## config.mk

```make
export PLATFORM = sky130hd
export DESIGN_NAME = fir_seq_ctrl
export DESIGN_NICKNAME = d
export VERILOG_FILES = /design/src/rtl/fir_seq_ctrl.sv
export SDC_FILE = /design/constraint.sdc
export NUM_CORES = 1
export LEC_CHECK = 0
export ABC_AREA = 1
export BUFFER_PORTS_ARGS = -buffer_cell sky130_fd_sc_hd__buf_2
export CORE_ASPECT_RATIO = 0.5
export CORE_MARGIN = 2
export CORE_UTILIZATION = 50
export CTS_CLUSTER_DIAMETER = 50
export CTS_CLUSTER_SIZE = 24
export DETAILED_ROUTE_END_ITERATION = 10
export GPL_TIMING_DRIVEN = 1
export PLACE_DENSITY = 0.68
export SETUP_SLACK_MARGIN = 0.1
export SLEW_MARGIN = 20
export SYNTH_ARGS = -nofsm -noshare
export SYNTH_HDL_FRONTEND = slang
export SYNTH_SLANG_ARGS = --single-unit
```

## constraint.sdc

```tcl
create_clock -name iClk12M -period 7.35 [get_ports iClk12M]
set_input_delay 0 -clock iClk12M [delete_from_list [all_inputs] [get_ports iClk12M]]
set_output_delay 0 -clock iClk12M [all_outputs]
set_load 0.01 [all_outputs]
```

## src/rtl/fir_seq_ctrl.sv

```systemverilog
// Cycle sequencer for the reconfigurable FIR filter: turns the 600 kHz sample strobe into
// RAM read / MAC bursts and replays host-loaded coefficient sets as gap-free write bursts.
module fir_seq_ctrl #(
  parameter int NUM_TAPS = 10,
  parameter int TAIL_CYC = 9,
  parameter int DATA_W   = 16,
  parameter int CNT_W    = 8
) (
  input  logic              iClk12M,
  input  logic              iRsn,
  input  logic              iEnSample600k,
  input  logic [2:0]        iSampleIn,
  input  logic [1:0]        iModeSel,
  input  logic              iCoeffValid,
  input  logic [DATA_W-1:0] iCoeffData,
  input  logic [1:0]        iCoeffSel,
  output logic              oCoeffReady,
  output logic              oCoeffUpdateFlag,
  output logic [DATA_W-1:0] oWtDtRam,
  output logic              oMemRdFlag,
  output logic [2:0]        oFirIn,
  output logic [1:0]        oModuleSel,
  output logic              oCsnRam,
  output logic              oWrnRam,
  output logic              oEnMAC,
  output logic              oBusy,
  output logic [CNT_W-1:0]  oDropCnt
);

  localparam int BEAT_W = (NUM_TAPS > 1) ? $clog2(NUM_TAPS) : 1;
  localparam int TAIL_W = (TAIL_CYC > 1) ? $clog2(TAIL_CYC) : 1;
  localparam int FILL_W = $clog2(NUM_TAPS + 1);
  localparam logic [BEAT_W-1:0] BEAT_LAST = BEAT_W'(NUM_TAPS - 1);
  localparam logic [TAIL_W-1:0] TAIL_LAST = TAIL_W'(TAIL_CYC - 1);
  localparam logic [FILL_W-1:0] FILL_FULL = FILL_W'(NUM_TAPS);

  typedef enum logic [1:0] {IDLE, WBURST, RBURST, TAIL} state_t;

  state_t             state;
  logic [BEAT_W-1:0]  beat;
  logic [TAIL_W-1:0]  tail_cnt;
  logic [FILL_W-1:0]  fill_cnt;
  logic [FILL_W-1:0]  fill_next;
  logic [1:0]         coeff_sel;
  logic [DATA_W-1:0]  coeff_buf [NUM_TAPS];
  logic               accept;
  logic               wburst_start;
  logic               wburst_last;
  logic               in_wburst_next;
  logic [BEAT_W-1:0]  rd_idx;

  assign accept         = iCoeffValid & oCoeffReady;
  assign wburst_start   = (state == IDLE) && !iEnSample600k && (fill_cnt == FILL_FULL);
  assign wburst_last    = (state == WBURST) && (beat == BEAT_LAST);
  assign in_wburst_next = wburst_start || ((state == WBURST) && !wburst_last);
  assign rd_idx         = wburst_start ? '0 : beat + 1'b1;
  assign fill_next      = wburst_last ? '0 : (accept ? fill_cnt + 1'b1 : fill_cnt);

  // Coefficient staging buffer; no reset so it maps onto plain RAM.
  always_ff @(posedge iClk12M) begin
    if (accept) coeff_buf[fill_cnt[BEAT_W-1:0]] <= iCoeffData;
  end

  always_ff @(posedge iClk12M or negedge iRsn) begin
    if (!iRsn) begin
      state            <= IDLE;
      beat             <= '0;
      tail_cnt         <= '0;
      fill_cnt         <= '0;
      coeff_sel        <= '0;
      oCoeffReady      <= 1'b1;
      oCoeffUpdateFlag <= 1'b0;
      oWtDtRam         <= '0;
      oMemRdFlag       <= 1'b0;
      oFirIn           <= '0;
      oModuleSel       <= '0;
      oCsnRam          <= 1'b1;
      oWrnRam          <= 1'b1;
      oEnMAC           <= 1'b0;
      oBusy            <= 1'b0;
      oDropCnt         <= '0;
    end else begin
      fill_cnt    <= fill_next;
      // Ready looks one cycle ahead so it never admits a word while a write burst is replaying.
      oCoeffReady <= (fill_next < FILL_FULL) && !in_wburst_next;
      if (accept && (fill_cnt == '0)) coeff_sel <= iCoeffSel;
      if (iEnSample600k && (state != IDLE) && (oDropCnt != '1)) oDropCnt <= oDropCnt + 1'b1;

      case (state)
        IDLE: begin
          if (iEnSample600k) begin
            state      <= RBURST;
            beat       <= '0;
            oMemRdFlag <= 1'b1;
            oCsnRam    <= 1'b0;
            oEnMAC     <= 1'b1;
            oModuleSel <= iModeSel;
            oFirIn     <= iSampleIn;
            oBusy      <= 1'b1;
          end else if (fill_cnt == FILL_FULL) begin
            state            <= WBURST;
            beat             <= '0;
            oCoeffUpdateFlag <= 1'b1;
            oCsnRam          <= 1'b0;
            oWrnRam          <= 1'b0;
            oWtDtRam         <= coeff_buf[rd_idx];
            oModuleSel       <= coeff_sel;
            oBusy            <= 1'b1;
          end
        end
        RBURST: begin
          oFirIn <= '0;
          if (beat == BEAT_LAST) begin
            state      <= TAIL;
            tail_cnt   <= '0;
            oMemRdFlag <= 1'b0;
            oCsnRam    <= 1'b1;
          end else begin
            beat <= beat + 1'b1;
          end
        end
        TAIL: begin
          if (tail_cnt == TAIL_LAST) begin
            state  <= IDLE;
            oEnMAC <= 1'b0;
            oBusy  <= 1'b0;
          end else begin
            tail_cnt <= tail_cnt + 1'b1;
          end
        end
        WBURST: begin
          if (beat == BEAT_LAST) begin
            state            <= IDLE;
            oCoeffUpdateFlag <= 1'b0;
            oCsnRam          <= 1'b1;
            oWrnRam          <= 1'b1;
            oWtDtRam         <= '0;
            oBusy            <= 1'b0;
          end else begin
            beat     <= beat + 1'b1;
            oWtDtRam <= coeff_buf[rd_idx];
          end
        end
        default: state <= IDLE;
      endcase
    end
  end

endmodule

```

==> results of run 1 <==
-- metrics by stage --
| step | total power [mW] | setup slack, ns | instances | hold slack [ns] | utilization (%) |
|---|---|---|---|---|---|
| finish | 3.591 | 4.250 | 1114 | 0.1520 | 58.74 |
| global route | 3.818 | 4.011 | 1114 | 0.1965 | 58.74 |
| CTS | 3.610 | 4.238 | 1114 | 0.1278 | 58.74 |
| detailed placement | 2.758 | 4.289 | 1061 | 0.1950 | 54.35 |
| global placement | 2.730 | 4.029 | 1061 | 0.1819 | 54.33 |
| floorplan | 2.388 | 5.007 | 783 | -0.2956 | - |
-- flip-flops by register name (all words and copies together), names as in the netlist, 3 cells and up --
name	flops
coeff_buf	160
oFirIn	3
tail_cnt	4
oDropCnt	8
fill_cnt	4
oWtDtRam	16
beat	4
-- power by group through the flow --
| stage | combinational, mW | sequential, mW | clock, mW |
|---|---|---|---|
| floorplan | 0.760 | 1.63 | 0 |
| global placement | 1.13 | 1.60 | 0 |
| detailed placement | 1.15 | 1.61 | 0 |
| CTS | 1.18 | 1.58 | 0.851 |
| global route | 1.33 | 1.60 | 0.892 |
| finish | 1.18 | 1.58 | 0.832 |
-- critical path: stages, from the launching register on --
cell and delay (ns):
dfrtp_1 0.40, inv_1 0.13, ha_1 0.29, inv_1 0.14
nor2_2 0.15, nand3_2 0.51, nand2_2 0.62, inv_2 0.30
nand2_1 0.15, nand3_1 0.08, nand3_1 0.12, nand2_1 0.09
nand2_1 0.06
-- routing by layer --
layer	GRT usage [%]	up-vias	wire, um
li1	-	2893	-
met1	32.30	2944	9233
met2	34.03	199	9104
met3	3.271	25	1540
met4	4.991	0	286
met5	0	-	0
-- final cells by class --
type,instances,share of cell area [%]
clock buffer,17,3.755
clock inverter,7,0.8835
tap,234,2.872
multi-input combinational,493,23.95
sequential,212,59.92
timing repair buffer,105,6.921
inverter,46,1.693
-- repair_timing --
action | in CTS | in global routing
setup endpoints to repair | 0 | 0
hold endpoints to repair | 218 | 0
hold buffers | 29 | 0
-- cells by family (layout without fill, tap and decap cells) --
family	count (synthesis)	in the layout
simple gates	393	393
xor+xnor	10	10
buf+inv	78	175
compound gates	72	72
flops	212	212
fa+ha+maj	14	14
mux	4	4
-- worst max path at each step --
stage	slack, ns	startpoint	to
finish	4.25	state[0]$_DFFE_PN0P_	oWtDtRam[14]$_DFFE_PN0P_
floorplan	5.01	fill_cnt[0]$_DFFE_PN0P_	coeff_buf[2][0]$_DFFE_PP_
CTS	4.24	state[0]$_DFFE_PN0P_	oWtDtRam[14]$_DFFE_PN0P_
global route	4.01	state[0]$_DFFE_PN0P_	oWtDtRam[14]$_DFFE_PN0P_
global placement	4.03	state[0]$_DFFE_PN0P_	oWtDtRam[9]$_DFFE_PN0P_
detailed placement	4.29	state[0]$_DFFE_PN0P_	oWtDtRam[0]$_DFFE_PN0P_
-- placed cells by master (no fill, tap or decap), types with 4 or more instances in the layout --
cell type,instances
inv_2,5
buf_4,14
o21ai_0,20
xnor2_1,4
buf_2,62
nor2_1,16
nand4_1,4
ha_1,14
nand3_1,139
nor3_1,6
a21oi_1,36
inv_1,41
edfxtp_1,160
xor2_1,6
dfrtp_1,49
clkbuf_16,15
nand2_1,213
mux2_2,4
dlygate4sd3_1,29
nand2_2,4
==> impl_summary.txt, run 1 <==
----------------------------------------------------
[Run status]
  Outcome ... completed

[Timing]
  Final-report hold violation count ... 0
  Min Tclk post-route ... between 3 and 4 ns
  Fin crit share ... 42.17%
  Maximum frequency from static timing analysis ... approximately 320 MHz
  Clock Skew ... 0.02350 ns
  Rel. slew slack ... 35.85%
  Number of max-slew violations in the final report ... 0
  Slew at the pin with the worst max-slew slack ... 0.9600 ns
  Setup violation total in the final timing report ... 0
  Unrepaired setup endpoints after global routing ... false
  Post-route setup TNS ... 0 ns

[Job]
  # Max-Cap Violations ... 0

[Placed design]
  Post-detailed-placement half-perimeter wirelength ... 11560 um
  Instance area after placement ... 9433 sq um
  Routability Congestion ... 0.8037
  Number of I/O port buffers ... 62

[Layout]
  # nets final ... 914
  Sequential cell area ... about 6100 sq um
  Layout-stage area growth over the synthesis result ... 14.90%
  Area taken by multi-input logic gates ... ~2400 sq um
  Final design instance area without fill ... 10200 sq um
  Fill cell count ... 1398
  Antenna diodes ... 0
  Proportion of layout cells with a drive suffix above 1 ... 14.32%

[Critical path]
  Type of destination of the critical path ... flip-flop
  Worst path arrival time ... 3.52 ns
  Largest driver fanout on the critical path ... 22
  Reg2Reg Capture Point ... oWtDtRam[14]$_DFFE_PN0P_
  Worst R2R Setup Slack ... 4.25 ns
  Crit path required time ... 7.77 ns
  Start of the worst register-to-register path ... state[0]$_DFFE_PN0P_
  Register-to-Register Path Depth ... 12
  Type of the worst setup path ... reg -> reg
  CP Launch Type ... flip-flop

[GRT]
  Overall fraction of global-route tracks in use ... 21.73%
  Wire length of the first global-routing pass ... 31660 um
  Initial antenna violation count ... 0
  Vias in the first global route ... just under 6k
  Maximum number of pins on one net before global-route repair ... 63
  Global route overflow ... 0

[Clock tree]
  Clock slew at the register clock pins of the worst setup and hold paths ... 0.08 ns
  Number of buffers on the longest clock path ... 3
  Number of clock buffers inserted by TritonCTS ... 15
  Worst-skew pair later-pin latency ... 0.48 ns
  H-Tree Level Count ... 1
  Cell at the root of the clock tree ... clkbuf_16
  TritonCTS clock tree ... yes
  Number of post-CTS setup repair buffers ... 0
  CTS sink cnt ... around 210
  Gates resized, CTS repair ... 0

[Drt]
  Via density ... 5.441
  Residual DRC count ... 0
  Antenna violation net count after detailed routing ... 0
  Total wire length after detailed routing ... 20160 um
  Total iterations of the first detailed-routing run ... 5
  Count of routing violations after the opening detailed-route iteration ... 504
  Average detailed-routed wire length per instance ... 18.10 um
  Via count ... 6061

[Synth]
  Cell count after synthesis ... 783
  Post-synth design cell area ... 8874 sq um
  Synth Area in Compound Gates ... around 4.5%
  Flip-flop and latch count after synthesis ... 212
  Count of flip-flops with a built-in enable after synthesis ... 160
  Sequential fraction of the synthesis area ... between 60% and 70%
  Cell accounting for the most synthesized area ... edfxtp_1
  Synthesized-area fraction occupied by xor and xnor cells ... less than 1%
  Dominant cells by area after synthesis ... edfxtp_1 (54%), dfrtp_1 (14%), nand2_1 (9.1%)
  Mapped Avg Cell Area ... between 10 and 15 sq um
  Share of flip-flops with an asynchronous set or reset after synthesis ... 24.53%
  Multiplexer share of the synthesized area ... 0.5076%
  Share of the synthesized area in the top cell type ... 54.15%
  Commonest cells post-synth ... nand2_1 (214), edfxtp_1 (160), nand3_1 (139)
  Top FF cell, synth ... edfxtp_1
  Post-Synth Simple-Gate Area ... 19.37%
  Warnings, synthesis ... 0
  Adder-cell share of the synthesized area ... 1.974%
  Number of distinct library cells after synthesis ... 34
  Number of nets produced by synthesis ... about 800
  Combinational family with the most area after synthesis ... simple AND/OR/NAND/NOR gates
  Most frequent cell after synthesis ... nand2_1

[Pwr]
  Relative contribution of the clock network to total power ... 23.2%
  Net switching share of the total power ... 37.03%
  Combinational cell fraction of total power ... 32.8%
  Cell-internal power ... ~2.3 mW
  Leakage dissipation ... roughly 4.1 nW
  Power density over the cells ... 352.2 nW/um^2
  Net switching power ... between 1 and 1.5 mW
  Sequential fraction of design power ... 44.0%
  Worst-case vdd ir drop ... roughly 0.0002 V

[Floorplan]
  Die boundary height ... ~100 um
  Number of top-level pins ... 63
  Die Outline Area ... ~19000 sq um
  Number of placement rows ... 34
  Horizontal die dimension ... 192.4 um
  Starting density of the core ... between 50% and 60%
  Area of the placeable core ... 17360 sq um

[Min path]
  Worst min-delay path category ... in -> reg
  Hold EP ... fill_cnt[0]$_DFFE_PN0P_
  Start point of the worst min-delay path ... iCoeffValid
  Hold-critical path depth ... 5

----------------------------------------------------
Note: power is estimated with default switching activity, not from simulation.
==> run 2: changes to the inputs <==
clock period = 3.2 ns   (was 7.35 ns; I/O delays follow)
==> impl_summary.txt, run 2 (same netlist as run 1, synthesis figures left out) <==
----------------------------------------------------
[Layout]
  Antenna diodes ... 0
  # nets final ... 921
  Most frequent cells in the layout ... nand2_1 (214), edfxtp_1 (160), nand3_1 (139)
  Most common cell after layout, fill and taps aside ... nand2_1
  Layout-stage area growth over the synthesis result ... 15.21%
  Proportion of layout cells with a drive suffix above 1 ... between 10 and 15%
  Fin cells ... around 1.1k
  Number of flip-flops in the largest register ... 160

[Pwr]
  Net switching share of the total power ... 36.80%
  Leakage dissipation ... 4.167 nW
  Net switching power ... 3.026 mW
  Combinational cell fraction of total power ... 33.5%
  Cell-internal power ... 5.197 mW
  Relative contribution of the clock network to total power ... between 20% and 30%
  Power density over the cells ... 804.4 nW/um^2
  Sequential fraction of design power ... 44.2%
  Worst-case vdd ir drop ... 0.0003713 V

[Critical path]
  Crit path required time ... 3.51 ns
  Type of the worst setup path ... reg -> reg
  CP Launch Type ... flip-flop
  Largest driver fanout on the critical path ... 20
  Type of destination of the critical path ... flip-flop
  Start of the worst register-to-register path ... state[0]$_DFFE_PN0P_
  Worst path arrival time ... 2.76 ns
  Startpoint of the worst setup timing path ... state[0]$_DFFE_PN0P_

[Drt]
  Count of routing violations after the opening detailed-route iteration ... approximately 530
  Total iterations of the first detailed-routing run ... 7
  Total wire length after detailed routing ... 20550 um
  Via density ... between 5 and 6
  Average detailed-routed wire length per instance ... 18.31 um
  Antenna violation net count after detailed routing ... 0
  Residual DRC count ... 0
  Via count ... 6174

[Clock tree]
  Clock slew at the register clock pins of the worst setup and hold paths ... 0.09 ns
  Number of buffers on the longest clock path ... 3
  Cell at the root of the clock tree ... clkbuf_16
  Worst-skew pair later-pin latency ... 0.48 ns
  H-Tree Level Count ... 1
  Number of post-CTS setup repair buffers ... 0
  TritonCTS clock tree ... yes
  CTS sink cnt ... 212
  Number of clock buffers inserted by TritonCTS ... 15

[Floorplan]
  Starting density of the core ... 51.12%
  Horizontal die dimension ... 192.4 um
  Die Outline Area ... 18890 sq um
  Die boundary height ... 98.20 um
  Number of placement rows ... 34
  Area of the placeable core ... around 17000 sq um
  Number of top-level pins ... 63

[Timing]
  Setup violation total in the final timing report ... 0
  Post-route setup TNS ... 0 ns
  Number of max-slew violations in the final report ... 0
  Min Tclk post-route ... 2.451 ns
  Clock Skew ... 0.02594 ns
  Unrepaired setup endpoints after global routing ... false
  Fin crit share ... 76.59%
  Final-report hold violation count ... 0
  Slew at the pin with the worst max-slew slack ... about 0.89 ns
  Maximum frequency from static timing analysis ... ~400 MHz
  Rel. slew slack ... roughly 41%

[GRT]
  Global route overflow ... 0
  Vias in the first global route ... 5977
  Maximum number of pins on one net before global-route repair ... 34
  Initial antenna violation count ... 0
  Overall fraction of global-route tracks in use ... ~23%
  Wire length of the first global-routing pass ... 32820 um

[Placed design]
  Placed cells ... 1068
  Post-detailed-placement half-perimeter wirelength ... 11910 um
  Routability Congestion ... 0.8281
  Number of I/O port buffers ... 62

[Job]
  # Max-Cap Violations ... 0

[Min path]
  Worst min-delay path category ... in -> async

[Run status]
  Outcome ... completed

----------------------------------------------------
==> run 2: worst paths after layout <==
path,end,slack [ns],depth (start not counted)
max,oCoeffUpdateFlag$_DFFE_PN0P_,0.75,9
min,oWtDtRam[10]$_DFFE_PN0P_,0.14,2
max reg2reg,oCoeffUpdateFlag$_DFFE_PN0P_,0.75,9
min reg2reg,oWtDtRam[1]$_DFFE_PN0P_,0.48,2
max in group asynchronous,oCsnRam$_DFFE_PN1P_,2.22,3
min in group iClk12M,fill_cnt[0]$_DFFE_PN0P_,0.19,5
==> run 2: cell type report <==
| class | instances | area, sq um |
|---|---|---|
| Inverter | 46 | 172.7 |
| Fill cell | 1431 | 7133 |
| Clock inverter | 9 | 71.32 |
| Clock buffer | 16 | 379.1 |
| Tap cell | 234 | 292.8 |
| Sequential cell | 212 | 6110 |
| Multi-Input combinational cell | 493 | 2440 |
| Timing Repair Buffer | 112 | 758.2 |
==> run 2: metal layers <==
layer	wire [um]	share of wire (%)	global-route usage [%]
met5	0	0	0
met3	1580	7.7	3.559
met4	417	2.0	5.578
met2	9221	45	35.92
met1	9327	45	33.09
==> run 2: timing repair <==
item	in CTS	in global routing
setup endpoints to repair	0	0
gates resized for setup	0	0
hold endpoints to repair	196	0
hold buffers	29	0
==> run 2: stage by stage <==
step / power (mW) / worst slack, ns / utilization (%) / hold slack (ns) / area (sq um)
finish: 8.224 / 0.7493 / 58.90 / 0.1387 / 10220
global route: 8.781 / 0.4828 / 58.90 / 0.2247 / 10220
CTS: 8.268 / 0.7633 / 58.90 / 0.1546 / 10220
detailed placement: 6.405 / 0.7823 / 54.64 / 0.1195 / 9483
global placement: 6.332 / 0.8904 / 54.64 / 0.1177 / 9483
floorplan: 5.486 / 0.8574 / - / -0.2956 / 8874
==> run 2: power groups by stage <==
stage | Combinational (mW) | Clock (mW) | Sequential, mW
2_1_floorplan | 1.75 | 0 | 3.74
3_3_place_gp | 2.65 | 0 | 3.68
3_5_place_dp | 2.71 | 0 | 3.70
4_1_cts | 2.77 | 1.86 | 3.64
5_1_grt | 3.12 | 1.97 | 3.69
6_report | 2.75 | 1.83 | 3.64
==> run 2: critical path, stage by stage (launching register included) <==
cell	delay, ns
dfrtp_1	0.40
inv_1	0.12
ha_1	0.28
inv_1	0.13
nor2_2	0.14
nand3_2	0.20
o21ai_1	0.18
inv_1	0.43
o21ai_0	0.31
o31ai_1	0.10
